**config.mk**
```make
export PLATFORM = sky130hd
export DESIGN_NAME = uart_tx_arbiter
export DESIGN_NICKNAME = d
export VERILOG_FILES = /design/src/rtl/uart_tx_arbiter.sv
export SDC_FILE = /design/constraint.sdc
export NUM_CORES = 1
export LEC_CHECK = 0
export CORE_MARGIN = 4
export CORE_UTILIZATION = 40
export DETAILED_ROUTE_END_ITERATION = 8
export PLACE_DENSITY = 0.83
export SLEW_MARGIN = 40
export SYNTH_ARGS = -nofsm -noshare
export SYNTH_HDL_FRONTEND = slang
export SYNTH_SLANG_ARGS = --single-unit
```
**constraint.sdc**
```tcl
create_clock -name clk -period 3.1 [get_ports clk]
set_input_delay 0.31 -clock clk [delete_from_list [all_inputs] [get_ports clk]]
set_output_delay 0.31 -clock clk [all_outputs]
set_load 0.01 [all_outputs]
```
**src/rtl/uart_tx_arbiter.sv**
```systemverilog
// uart_tx_arbiter
// Round-robin arbiter and sequencer that shares one uart_tx byte transmitter
// between NUM_REQ byte-producing requesters. One requester is granted at a
// time. Its byte is registered onto tx_data and a one-cycle tx_start is
// issued. The arbiter then follows tx_busy through the frame and optionally
// idles GAP_CYCLES cycles before it arbitrates again.
//
// Ports:
//   clk       in   1            rising-edge system clock
//   rst       in   1            synchronous active-high reset
//   req       in   NUM_REQ      per-requester request
//   req_data  in   8*NUM_REQ    byte of requester i on [8i+7:8i]
//   ack       out  NUM_REQ      one-cycle accept pulse, one-hot, with tx_start
//   tx_data   out  8            registered byte, held until the next grant
//   tx_start  out  1            one-cycle start pulse to uart_tx
//   tx_busy   in   1            uart_tx busy while shifting a frame
//   grant_id  out  IDW          index of the last granted requester
//   active    out  1            high whenever the sequencer is not idle
//
// Every output comes straight from a register, so there is no combinational
// path from any input to any output.

module uart_tx_arbiter #(
    parameter  int NUM_REQ    = 4,
    parameter  int GAP_CYCLES = 0,
    localparam int IDW        = $clog2(NUM_REQ)
) (
    input  logic                 clk,
    input  logic                 rst,
    input  logic [NUM_REQ-1:0]   req,
    input  logic [8*NUM_REQ-1:0] req_data,
    output logic [NUM_REQ-1:0]   ack,
    output logic [7:0]           tx_data,
    output logic                 tx_start,
    input  logic                 tx_busy,
    output logic [IDW-1:0]       grant_id,
    output logic                 active
);

    // Gap counter holds values up to GAP_CYCLES-1 without wrapping.
    localparam int CW = (GAP_CYCLES > 0) ? $clog2(GAP_CYCLES + 1) : 1;
    localparam logic [CW-1:0] GAP_LOAD = (GAP_CYCLES > 0) ? CW'(GAP_CYCLES - 1) : '0;

    typedef enum logic [1:0] {
        S_IDLE      = 2'd0,
        S_WAIT_BUSY = 2'd1,
        S_WAIT_DONE = 2'd2,
        S_GAP       = 2'd3
    } state_t;

    state_t               state_reg, state_next;
    logic [IDW-1:0]       last_reg, last_next;
    logic [CW-1:0]        gap_cnt_reg, gap_cnt_next;
    logic [NUM_REQ-1:0]   ack_reg, ack_next;
    logic                 tx_start_reg, tx_start_next;
    logic [7:0]           tx_data_reg, tx_data_next;
    logic [IDW-1:0]       grant_id_reg, grant_id_next;

    logic [7:0]           req_bytes [NUM_REQ];
    logic [IDW-1:0]       winner;
    logic                 found;
    logic                 grant;

    // Split the flat data bus into one byte per requester.
    genvar gi;
    generate
        for (gi = 0; gi < NUM_REQ; gi++) begin : g_bytes
            assign req_bytes[gi] = req_data[8*gi +: 8];
        end
    endgenerate

    // Rotating priority: scan upward from last_reg+1, wrapping at NUM_REQ-1.
    // The previously granted requester is looked at last.
    always_comb begin
        int cand;
        cand   = 0;
        winner = '0;
        found  = 1'b0;
        for (int off = 1; off <= NUM_REQ; off++) begin
            cand = int'(last_reg) + off;
            if (cand >= NUM_REQ) begin
                cand = cand - NUM_REQ;
            end
            if (!found && req[cand[IDW-1:0]]) begin
                found  = 1'b1;
                winner = cand[IDW-1:0];
            end
        end
    end

    // Requests are only looked at in IDLE, and never while a frame is still
    // being shifted (e.g. one left running across a reset).
    assign grant = (state_reg == S_IDLE) && found && !tx_busy;

    // State register and registered outputs.
    always_ff @(posedge clk) begin
        if (rst) begin
            state_reg    <= S_IDLE;
            last_reg     <= IDW'(NUM_REQ - 1);
            gap_cnt_reg  <= '0;
            ack_reg      <= '0;
            tx_start_reg <= 1'b0;
            tx_data_reg  <= 8'h00;
            grant_id_reg <= '0;
        end else begin
            state_reg    <= state_next;
            last_reg     <= last_next;
            gap_cnt_reg  <= gap_cnt_next;
            ack_reg      <= ack_next;
            tx_start_reg <= tx_start_next;
            tx_data_reg  <= tx_data_next;
            grant_id_reg <= grant_id_next;
        end
    end

    // Next-state logic.
    always_comb begin
        state_next = state_reg;
        case (state_reg)
            S_IDLE: begin
                if (grant) begin
                    state_next = S_WAIT_BUSY;
                end
            end
            S_WAIT_BUSY: begin
                // uart_tx may take any number of cycles to raise busy.
                if (tx_busy) begin
                    state_next = S_WAIT_DONE;
                end
            end
            S_WAIT_DONE: begin
                if (!tx_busy) begin
                    state_next = (GAP_CYCLES == 0) ? S_IDLE : S_GAP;
                end
            end
            S_GAP: begin
                if (gap_cnt_reg == '0) begin
                    state_next = S_IDLE;
                end
            end
            default: state_next = S_IDLE;
        endcase
    end

    // Output / datapath logic: everything here feeds a register.
    always_comb begin
        last_next     = last_reg;
        ack_next      = '0;
        tx_start_next = 1'b0;
        tx_data_next  = tx_data_reg;
        grant_id_next = grant_id_reg;
        gap_cnt_next  = gap_cnt_reg;

        if (grant) begin
            last_next     = winner;
            ack_next      = NUM_REQ'(1) << winner;
            tx_start_next = 1'b1;
            tx_data_next  = req_bytes[winner];
            grant_id_next = winner;
        end

        // Load on the way into GAP, count down while in GAP.
        if (state_reg == S_WAIT_DONE && !tx_busy) begin
            gap_cnt_next = GAP_LOAD;
        end else if (state_reg == S_GAP && gap_cnt_reg != '0) begin
            gap_cnt_next = gap_cnt_reg - 1'b1;
        end
    end

    assign ack      = ack_reg;
    assign tx_start = tx_start_reg;
    assign tx_data  = tx_data_reg;
    assign grant_id = grant_id_reg;
    assign active   = (state_reg != S_IDLE);

endmodule

```
# [Word-level counts from Yosys, hierarchy flattened]
# Cells that the tools add are included.
[op_classes] shift=1 n_eq_ne=7 reduce_logical=16 n_bitwise=2 muxes=29 n_addsub=9 order_cmp=9
[ops] op="2-bit two-way mux" count=12
[ops] op="8-bit binary-select mux with 2-bit select" count=1
[ops] op="8-bit two-way mux" count=2
[ops] op="3-bit >= comparator, second input constant" count=4
[ops] op="2-bit by 3-bit less-than comparator with 1-bit output, second input constant" count=4
[ops] op="1-bit two-way mux" count=9
[ops] op="1-bit binary-select mux with 2-bit select" count=4
[ops] op="2-bit != test, second input constant" count=4
[ops] op="2-bit case mux with 4 select lines" count=1
[ops] op="2-bit by 1-bit subtractor with 2-bit output, second input constant" count=4
[ops] op="1-bit logical AND" count=7
[ops] op="2-bit by 2-bit adder with 3-bit output, second input constant" count=2
[ops] op="2-bit by 3-bit adder with 4-bit output, second input constant" count=1
[ops] op="2-bit equality test, second input constant" count=2
[ops] op="4-bit by 3-bit >= comparator with 1-bit output, second input constant" count=1
[ops] op="1-bit zero test" count=4
[ops] op="4-bit AND reduction" count=1
[ops] op="2-bit OR reduction" count=2
[ops] op="1-bit by 2-bit << shifter with 4-bit output, first input constant" count=1
[ops] op="2-bit by 1-bit adder with 3-bit output, second input constant" count=1
[ops] op="2-bit inverter with 3-bit output" count=1
[ops] op="2-bit by 1-bit equality test with 1-bit output, second input constant" count=1
[ops] op="2-bit zero test" count=1
[ops] op="2-bit nonzero test" count=1
[ops] op="other kinds (2)" count=2
[totals] output_inout_bits=16 regBits=20 word_cells=80 inputBits=39

# [Logic depth before layout (Yosys ltp)]
# Gate-level depths: netlist of run 1.
[depth] ltp_word=19 mapped_depth=7 mapped_depth_nobuf=5

# [Worst setup path before layout of run 1]
# Ideal clock, no wire load.
[synth_path] path_kind="input to register" from="input port req[0]" to="register tx_data_reg[0] (netlist: tx_data[0])" path_slack_ns=1.648 setup_ns=0.082 stages=5 n_path_buf=0 required_ns=3.018 arrival_ns=1.370 cell_sequence="or2_1 -> a311o_1 -> nor3_4 -> nand3_1 -> o2111ai_1"
[synth_between] elab_chain_len=16 word_cells_on_any_way=28 cone_classes="mux (19); bitwise (1); reduce/logical (8)"
[synth_lines] element="start: declaration" line_no="30" rtl="input logic [NUM_REQ-1:0] req,"
[synth_lines] element="1-bit binary-select mux with 2-bit select" line_no="84" rtl="if (!found && req[cand[IDW-1:0]]) begin"
[synth_lines] element="1-bit two-way mux (implied by the code)" line_no="84"
[synth_lines] element="1-bit two-way mux" line_no="84"
[synth_lines] element="1-bit zero test" line_no="84"
[synth_lines] element="1-bit logical AND" line_no="84"
[synth_lines] element="1-bit two-way mux" line_no="84"
[synth_lines] element="1-bit zero test" line_no="84"
[synth_lines] element="1-bit logical AND" line_no="84"
[synth_lines] element="1-bit two-way mux" line_no="84"
[synth_lines] element="1-bit zero test" line_no="84"
[synth_lines] element="1-bit logical AND" line_no="84"
[synth_lines] element="2-bit two-way mux" line_no="84"
[synth_lines] element="2-bit inverter with 3-bit output (implied by the code)" line_no="158" rtl="tx_data_next = req_bytes[winner];"
[synth_lines] element="8-bit binary-select mux with 2-bit select" line_no="158"
[synth_lines] element="8-bit two-way mux (implied by the code) (2 in series)" line_no="158"
[synth_lines] element="end signal: assignment" line_no="111" rtl="tx_data_reg <= tx_data_next;"
[synth_lines] element="end: declaration" line_no="56" rtl="logic [7:0] tx_data_reg, tx_data_next;"
# Parallel ways exist; a longest one is shown, timed or not. The select of a mux whose other input is x is not followed.
# A chain may end at the register's enable or synchronous reset.

# [Worst setup path after layout of run 1]
[layout_path] from="input port req[3]" to="register tx_data_reg[1] (netlist: tx_data[1])"
# Same word-level chain as after synthesis.

==> results of run 1 <==
kinds of logic (layout without fill, tap and decap cells):
logic type	count (synthesis)	in the layout	share of synthesized area, %
buf+inv	5	59	3.18
compound gates	22	22	16.8
simple gates	58	58	31.1
flops	20	20	40.8
mux	8	8	8.15
cells in the mapped netlist:
master,number,area (um2)
sky130_fd_sc_hd__dfxtp_1,20,400
sky130_fd_sc_hd__nand3_1,17,85.1
sky130_fd_sc_hd__nor2_1,12,45.0
sky130_fd_sc_hd__nand2_1,11,41.3
sky130_fd_sc_hd__mux2i_1,8,80.1
sky130_fd_sc_hd__o2111ai_1,8,70.1
sky130_fd_sc_hd__a21oi_1,5,25.0
sky130_fd_sc_hd__nand2b_1,5,31.3
sky130_fd_sc_hd__nor3_1,3,15.0
sky130_fd_sc_hd__a211o_1,2,17.5
sky130_fd_sc_hd__a311oi_1,2,17.5
sky130_fd_sc_hd__o21ai_0,2,10.0
sky130_fd_sc_hd__a211oi_1,1,7.51
sky130_fd_sc_hd__a311o_1,1,10.0
sky130_fd_sc_hd__and2_1,1,6.26
sky130_fd_sc_hd__buf_2,1,5.00
sky130_fd_sc_hd__buf_4,1,7.51
sky130_fd_sc_hd__buf_6,1,11.3
sky130_fd_sc_hd__clkbuf_1,1,3.75
sky130_fd_sc_hd__inv_1,1,3.75
sky130_fd_sc_hd__nand2_2,1,6.26
sky130_fd_sc_hd__nor2_2,1,6.26
sky130_fd_sc_hd__nor2_4,1,11.3
sky130_fd_sc_hd__nor3_2,1,10.0
sky130_fd_sc_hd__nor3_4,1,16.3
sky130_fd_sc_hd__nor3b_1,1,7.51
sky130_fd_sc_hd__o21bai_1,1,7.51
sky130_fd_sc_hd__or2_1,1,6.26
sky130_fd_sc_hd__or2_2,1,6.26
sky130_fd_sc_hd__or4_4,1,11.3
where the power goes:
group / switching [mW] / internal (mW) / total (mW) / leakage [nW]
sequential: 0.0138 / 0.278 / 0.292 / 0.164
clock: 0.0707 / 0.0450 / 0.116 / 0.0138
combinational: 0.0831 / 0.109 / 0.192 / 0.406
per-stage QoR:
step | util, % | cells | hold slack [ns] | power (mW) | setup WS (ns)
floorplan | - | 113 | 0.440 | 0.389 | 1.65
global placement | 67.8 | 192 | 0.447 | 0.487 | 1.03
detailed placement | 67.8 | 192 | 0.454 | 0.491 | 0.962
CTS | 68.8 | 195 | 0.476 | 0.606 | 1.27
global route | 68.8 | 195 | 0.504 | 0.634 | 1.17
finish | 68.8 | 195 | 0.470 | 0.600 | 1.26
cell usage in the layout (no fill, tap or decap), drive strengths merged:
cell type / n
clkdlybuf4s50: 54
dfxtp: 20
nand3: 17
nor2: 14
nand2: 12
mux2i: 8
o2111ai: 8
nand2b: 5
a21oi: 5
nor3: 5
clkbuf: 3
o21ai: 2
a211o: 2
a311oi: 2
or2: 2
nor3b: 1
a311o: 1
or4: 1
inv: 1
a211oi: 1
and2: 1
o21bai: 1
buf: 1
worst reg2reg max path, stage by stage (launching register included):
cell,delay [ns]
sky130_fd_sc_hd__dfxtp_1,0.37
sky130_fd_sc_hd__nand2b_1,0.17
sky130_fd_sc_hd__o21ai_0,0.15
sky130_fd_sc_hd__a211oi_2,0.23
sky130_fd_sc_hd__buf_4,0.28
sky130_fd_sc_hd__mux2i_1,0.26
sky130_fd_sc_hd__o2111ai_1,0.11
metal layers:
metal  track usage [%]  up-vias  wire length [um]  part of all wire, %
li1                  -      525                 -                    -
met1              18.2      477              1100                   40
met2              30.3       31              1400                   51
met3              5.20        6               197                  7.2
met4              3.97        0                49                  1.8
met5                 0        -                 0                    0
how the worst min path moves through the flow:
stage	from	to	slack, ns	cells after the start
2_1_floorplan	gap_cnt_reg	gap_cnt_reg	0.44	2
3_3_place_gp	tx_data[0]	tx_data[0]	0.45	2
3_5_place_dp	tx_data[6]	tx_data[6]	0.45	2
4_1_cts	tx_data[6]	tx_data[6]	0.48	2
5_1_grt	gap_cnt_reg	gap_cnt_reg	0.50	2
6_report	tx_data[6]	tx_data[6]	0.47	2
layout make-up:
class / count / area (um2) / area share, %
inverter: 1 / 3.75 / 0.240
timing repair buffer: 55 / 548 / 35.0
clock buffer: 3 / 22.5 / 1.44
sequential: 20 / 400 / 25.6
multi-input combinational: 88 / 556 / 35.5
tap: 28 / 35.0 / 2.24
==> impl_summary.txt, run 1 <==
----------------------------------------------------
[Synth]
  Distinct cells, synth ... 30
  Sequential element share of the synthesized area ... 40.8%
  Total of flip-flops plus latches after synthesis ... 20
  Total standard cell area after synthesis ... 982 um2
  Syn Area/Cell ... 8.69 um2
  Count of mapped cells out of synthesis ... 113
  Number of nets produced by synthesis ... 152
  Yosys warning total ... 0

[Cells and area]
  Antenna diode count ... 0
  Ratio of cells with drive above 1 in the final layout ... 7.19%
  Final std cell area, no fill ... 1570 um2
  Number of flip-flops under the largest register name ... 8
  Synthesis-to-finish area growth ... 59.4%
  Layout Nets ... 208
  Number of inserted filler cells in the final layout ... 188

[Clocking]
  Count of instances resized after the clock tree is built ... 0
  Depth of the CTS H-tree ... 1
  Clock tree from TritonCTS ... done
  Number of setup buffers added after CTS ... 0
  CTS sink cnt ... 20
  CTS root buf ... sky130_fd_sc_hd__clkbuf_4
  Clock buffer count from CTS ... 3
  Post-cts hold buffer count ... 0
  Latest clock arrival within the worst-skew pair ... 0.28 ns
  Clock Path Buffers ... 2
  Clock input transition at the sequential cells of the worst setup and hold paths ... 0.10 ns

[Floorplanning]
  Die boundary width ... 57.6 um
  Y dimension of the die ... 57.6 um
  Die Outline Area ... 3310 um2
  Number of placement rows ... 17
  Initial cell density of the core ... 43.2%
  Core outline area ... 2280 um2
  I/O pin cnt ... 55

[Critical path]
  Critical Path, Cell by Cell ... clkdlybuf4s50_1 > or4_4 > nand2_2 > nor2_2 > nand2_1 > o2111ai_1
  Max incr delay on CP ... 0.58 ns
  CP endpoint kind ... register
  Critical path launch point ... req[3]
  Crit path arrival time ... 2.00 ns
  Worst-path maximum fanout ... 7
  Largest delay share family, worst path ... simple AND/OR/NAND/NOR gates
  Worst path bufs/invs ... 1
  Required time worst endpoint ... 3.26 ns
  Critical R2R Capture ... tx_data[0]
  Setup slack on the worst flop-to-flop path ... 1.41 ns
  Critical Path Start Type ... input port
  R2R cell count ... 6
  Critical path class ... in2reg
  End point of the critical path ... tx_data[1]
  CP max-delay cell ... sky130_fd_sc_hd__or4_4
  Number of stages on the worst setup path ... 6
  Worst r2r src ... last_reg[0]

[Timing]
  Transition at the pin with the smallest max-transition slack ... 0.513 ns
  Maximum frequency from static timing analysis ... 543 MHz
  Worst rel slew slack ... 65.7%
  Post-route minimum period ... 1.84 ns
  Finish-stage setup viols ... 0
  Ratio of final minimum period to clock period ... 59.5%
  Fin Setup TNS ... 0 ns
  Number of failing hold endpoints at the final stage ... 0
  Worst Clk Skew ... 0.00234 ns
  Unrepaired setup endpoints after global routing ... no
  Number of pins exceeding their max-slew limit in the final report ... 0

[Job]
  Maximum Capacitance Violations ... 0

[Detailed routing]
  DRC marker count from the first detailed-route iteration ... 33
  Average routed wire per standard cell ... 14.1 um
  First-pass detailed-route iteration total ... 4
  Final ANT Viol Nets ... 0
  Aggregate routed wire length ... 2750 um
  Vias per inst ... 5.33
  Final routed DRC violation total ... 0
  Total via count in the routed design ... 1039

[GRT]
  Global-route usage over all layers ... 16.5%
  Pin count of the biggest net entering global routing ... 19
  First-pass GRT wire length ... 4460 um
  Final global-route overflow total ... 0
  Initial antenna violation count ... 0
  Number of global-route vias before repair ... 1077

[Power]
  Worst ir drop on vdd ... 0.322 mV
  Static power due to leakage ... 0.584 nW
  Power density over the cells ... 383 nW/um2

[Outcome]
  Run status ... finished, final reports clean

[Hold path]
  Type of the tightest min-delay check ... reg2reg

[Place]
  Last weighted congestion value of the routability-driven placer ... 0.777
  Count of input and output buffers ... 54
  Placed Area ... 1540 um2
  Detailed-placement wirelength estimate ... 2240 um

----------------------------------------------------
Power figures use the tool's default switching activity.
==> run 2, diff against run 1 <==
--- a/config.mk
+++ b/config.mk
@@ -6,9 +6,9 @@
 export NUM_CORES = 1
 export LEC_CHECK = 0
 export CORE_MARGIN = 4
-export CORE_UTILIZATION = 40
+export CORE_UTILIZATION = 34
 export DETAILED_ROUTE_END_ITERATION = 8
-export PLACE_DENSITY = 0.83
+export PLACE_DENSITY = 0.75
 export SLEW_MARGIN = 40
 export SYNTH_ARGS = -nofsm -noshare
 export SYNTH_HDL_FRONTEND = slang
==> constraint.sdc (replaced) <==
create_clock -name clk -period 1.6 [get_ports clk]
set_input_delay 0.16 -clock clk [delete_from_list [all_inputs] [get_ports clk]]
set_output_delay 0.16 -clock clk [all_outputs]
set_load 0.01 [all_outputs]
==> run 2 against run 1 <==
Net effect: the flow now finishes with violations (setup timing); clock power grew to 2.5 times the previous value; die area is 15% higher; largest cell class is now non-clock buffers; sequential share of layout area decreased by 3.5 points; sequential cell count is the same; worst hold slack lost 0.018 ns; combinational power rose by 150%; register-to-register slack lost 1.4 ns; largest power group unchanged; routed wire length rose by 24%; via count up 11%; non-clock buffer count increased by 20; cell count increased by 12%; setup slack worse by 1.3 ns; critical path type is now reg2reg.
==> impl_summary.txt, run 2 (synthesis results as in run 1) <==
----------------------------------------------------
[Clocking]
  Clock input transition at the sequential cells of the worst setup and hold paths ... 0.12 ns (was 0.10 ns)
  Clock buffer count from CTS ... 3 (unchanged)
  CTS sink cnt ... 20 (unchanged)
  Clock tree from TritonCTS ... done (unchanged)
  Clock Path Buffers ... 2 (unchanged)
  Depth of the CTS H-tree ... 1 (unchanged)
  Latest clock arrival within the worst-skew pair ... 0.30 ns (was 0.28 ns)
  CTS root buf ... sky130_fd_sc_hd__clkbuf_4 (unchanged)

[Outcome]
  Violated checks ... setup timing
  Run status ... finished, violations left (was finished, final reports clean)

[Detailed routing]
  Total via count in the routed design ... 1153 (was 1039)
  Met3 wire length ... 175 um (was 197 um)
  Met1 layer wirelength in the final routing ... 1360 um (was 1100 um)
  Sum of met2 wire segment lengths after detailed routing ... 1780 um (was 1400 um)
  Final routed DRC violation total ... 0 (unchanged)
  DRC marker count from the first detailed-route iteration ... 42 (was 33)
  Final ANT Viol Nets ... 0 (unchanged)
  Average routed wire per standard cell ... 15.6 um (was 14.1 um)
  Aggregate routed wire length ... 3410 um (was 2750 um)
  Vias per inst ... 5.26 (was 5.33)
  Highest metal used ... met4 (unchanged)
  First-pass detailed-route iteration total ... 4 (unchanged)

[Place]
  Last weighted congestion value of the routability-driven placer ... 0.859 (was 0.777)
  Count of input and output buffers ... 54 (unchanged)
  Placed Area ... 1670 um2 (was 1540 um2)
  Post-placement setup slack ... -0.401 ns (was 0.962 ns)
  Detailed-placement wirelength estimate ... 2510 um (was 2240 um)

[Floorplanning]
  Core outline area ... 2760 um2 (was 2280 um2)
  I/O pin cnt ... 55 (unchanged)
  Number of placement rows ... 19 (was 17)
  Initial cell density of the core ... 35.6% (was 43.2%)
  Die boundary width ... 61.7 um (was 57.6 um)
  Die Outline Area ... 3810 um2 (was 3310 um2)
  Y dimension of the die ... 61.7 um (was 57.6 um)

[Critical path]
  Crit path arrival time ... 1.78 ns (was 2.00 ns)
  Critical Path Start Type ... register (was input port)
  Worst-path maximum fanout ... 8 (was 7)
  Setup slack on the worst flop-to-flop path ... -0.01 ns (was 1.41 ns)
  Required time worst endpoint ... 1.77 ns (was 3.26 ns)
  R2R cell count ... 7 (was 6)
  Critical path class ... reg2reg (was in2reg)
  Critical R2R Capture ... tx_data[7] (was tx_data[0])
  CP endpoint kind ... register (unchanged)
  Worst r2r src ... last_reg[0] (unchanged)

[Timing]
  Number of failing hold endpoints at the final stage ... 0 (unchanged)
  Worst rel slew slack ... 72.1% (was 65.7%)
  Unrepaired setup endpoints after global routing ... yes (was no)
  Final setup slack of the worst path ... -0.0112 ns (was 1.26 ns)
  Post-route minimum period ... 1.61 ns
  Number of pins exceeding their max-slew limit in the final report ... 0 (unchanged)
  Maximum frequency from static timing analysis ... 621 MHz
  Ratio of final minimum period to clock period ... 101%
  Worst Clk Skew ... 0.0117 ns (was 0.00234 ns)
  Transition at the pin with the smallest max-transition slack ... 0.418 ns (was 0.513 ns)
  Finish-stage setup viols ... 1 (was 0)

[GRT]
  Number of global-route vias before repair ... 1205 (was 1077)
  Initial antenna violation count ... 0 (unchanged)
  Pin count of the biggest net entering global routing ... 12 (was 19)
  Final global-route overflow total ... 0 (unchanged)
  Global-route usage over all layers ... 18.0% (was 16.5%)
  First-pass GRT wire length ... 5020 um (was 4460 um)

[Power]
  Switching component of the power ... 380 uW (was 168 uW)
  Relative contribution of the clock network to total power ... 22.1% (was 19.3%)
  Power density over the cells ... 733 nW/um2 (was 383 nW/um2)
  Static power due to leakage ... 0.736 nW (was 0.584 nW)
  Worst ir drop on vdd ... 0.473 mV (was 0.322 mV)
  Design Power ... 1.33 mW (was 600 uW)
  Internal power ... 952 uW (was 433 uW)
  Fraction of power spent switching nets ... 28.5% (was 27.9%)
  Logic pwr share ... 35.6% (was 32.0%)
  Part of the power in registers ... 42.3% (was 48.7%)

[Cells and area]
  Antenna diode count ... 0 (unchanged)
  Most common library cell in the layout ignoring fill and taps ... sky130_fd_sc_hd__clkdlybuf4s50_1 (unchanged)
  Synthesis-to-finish area growth ... 85.1% (was 59.4%)
  Layout Nets ... 228 (was 208)
  Most frequent cells in the layout ... sky130_fd_sc_hd__clkdlybuf4s50_1, sky130_fd_sc_hd__dfxtp_1, sky130_fd_sc_hd__buf_4 (was sky130_fd_sc_hd__clkdlybuf4s50_1, sky130_fd_sc_hd__dfxtp_1, sky130_fd_sc_hd__nand3_1)
  Final std cell area, no fill ... 1820 um2 (was 1570 um2)
  Number of flip-flops under the largest register name ... 8 (unchanged)
  Ratio of cells with drive above 1 in the final layout ... 23.4% (was 7.19%)

[Hold path]
  Hold Crit Start ... req_data[24] (was tx_data[6])
  Hold Path Depth ... 3 (was 2)
  Hold-critical path endpoint ... tx_data[0] (was tx_data[6])
  Type of the tightest min-delay check ... in2reg (was reg2reg)

[Job]
  Maximum Capacitance Violations ... 0 (unchanged)

----------------------------------------------------
-- run 2: cell types whose count changed in the layout (fill, tap and decap cells not counted), moves of 2 or more --
| cell | change |
|---|---|
| sky130_fd_sc_hd__buf_4 | +15 |
| sky130_fd_sc_hd__nand3_2 | +2 |
| sky130_fd_sc_hd__clkdlybuf4s50_1 | -5 |
| sky130_fd_sc_hd__nand2b_1 | -3 |
| sky130_fd_sc_hd__buf_6 | +5 |
| sky130_fd_sc_hd__nand2b_4 | +3 |
| sky130_fd_sc_hd__nand3_1 | -2 |
| sky130_fd_sc_hd__dlygate4sd2_1 | +5 |
-- run 2: worst max path at each step --
stage	startpoint	end	slack (ns)	cells after the start
2_1_floorplan	last_reg[0]	tx_data[2]	0.18	6
3_3_place_gp	req[1]	tx_data[3]	-0.28	8
3_5_place_dp	req[1]	tx_data[7]	-0.40	6
4_1_cts	last_reg[0]	tx_data[7]	-0.01	8
5_1_grt	last_reg[0]	tx_data[7]	-0.09	7
6_report	last_reg[0]	tx_data[7]	-0.01	7
-- run 2: metal layers --
| metal | up-vias | track usage (%) |
|---|---|---|
| met2 | 47 | 32.9 |
| met4 | 0 | 9.09 |
| met5 | - | 0 |
| met1 | 531 | 19.6 |
| met3 | 8 | 3.31 |
| li1 | 567 | - |
-- run 2: layout make-up --
cell class	instances	area, um2
Fill cell	242	940
Timing Repair Buffer	75	711
Multi-Input combinational cell	88	627
Sequential cell	20	402
Tap cell	31	38.8
Clock buffer	4	36.3
Inverter	1	3.75
-- run 2: timing repair --
item                                   in CTS  in global routing
pin swaps                                   5                  6
setup endpoints to repair                   9                  8
endpoints found under the hold margin       0                  0
cloned                                      1                  0
hold buffers                                0                  0
buffers inserted                            5                  1
resized for setup                          15                  9
-- run 2: per-stage QoR --
stage	util, %	hold WS [ns]	TNS, ns	cells
after floorplan	-	0.317	0	113
after global placement	60.6	0.450	-3.54	210
after detailed placement	60.6	0.457	-4.45	210
after CTS	65.8	0.463	-0.0138	220
after global routing	65.9	0.469	-0.290	219
final	65.9	0.452	-0.0112	219
-- run 2: worst max-delay path, cell delays in order, from the launching register on --
cell	delay, ns
sky130_fd_sc_hd__dfxtp_2	0.36
sky130_fd_sc_hd__buf_6	0.10
sky130_fd_sc_hd__nand2b_4	0.12
sky130_fd_sc_hd__a21oi_4	0.07
sky130_fd_sc_hd__a211oi_4	0.26
sky130_fd_sc_hd__buf_6	0.20
sky130_fd_sc_hd__mux2i_1	0.25
sky130_fd_sc_hd__o2111ai_2	0.13
-- run 2: power by group through the flow --
stage / registers [mW] / clock network [mW] / logic, mW
floorplan: 0.590 / 0 / 0.163
global placement: 0.572 / 0 / 0.425
detailed placement: 0.573 / 0 / 0.436
CTS: 0.563 / 0.299 / 0.492
global route: 0.569 / 0.318 / 0.506
finish: 0.564 / 0.295 / 0.474
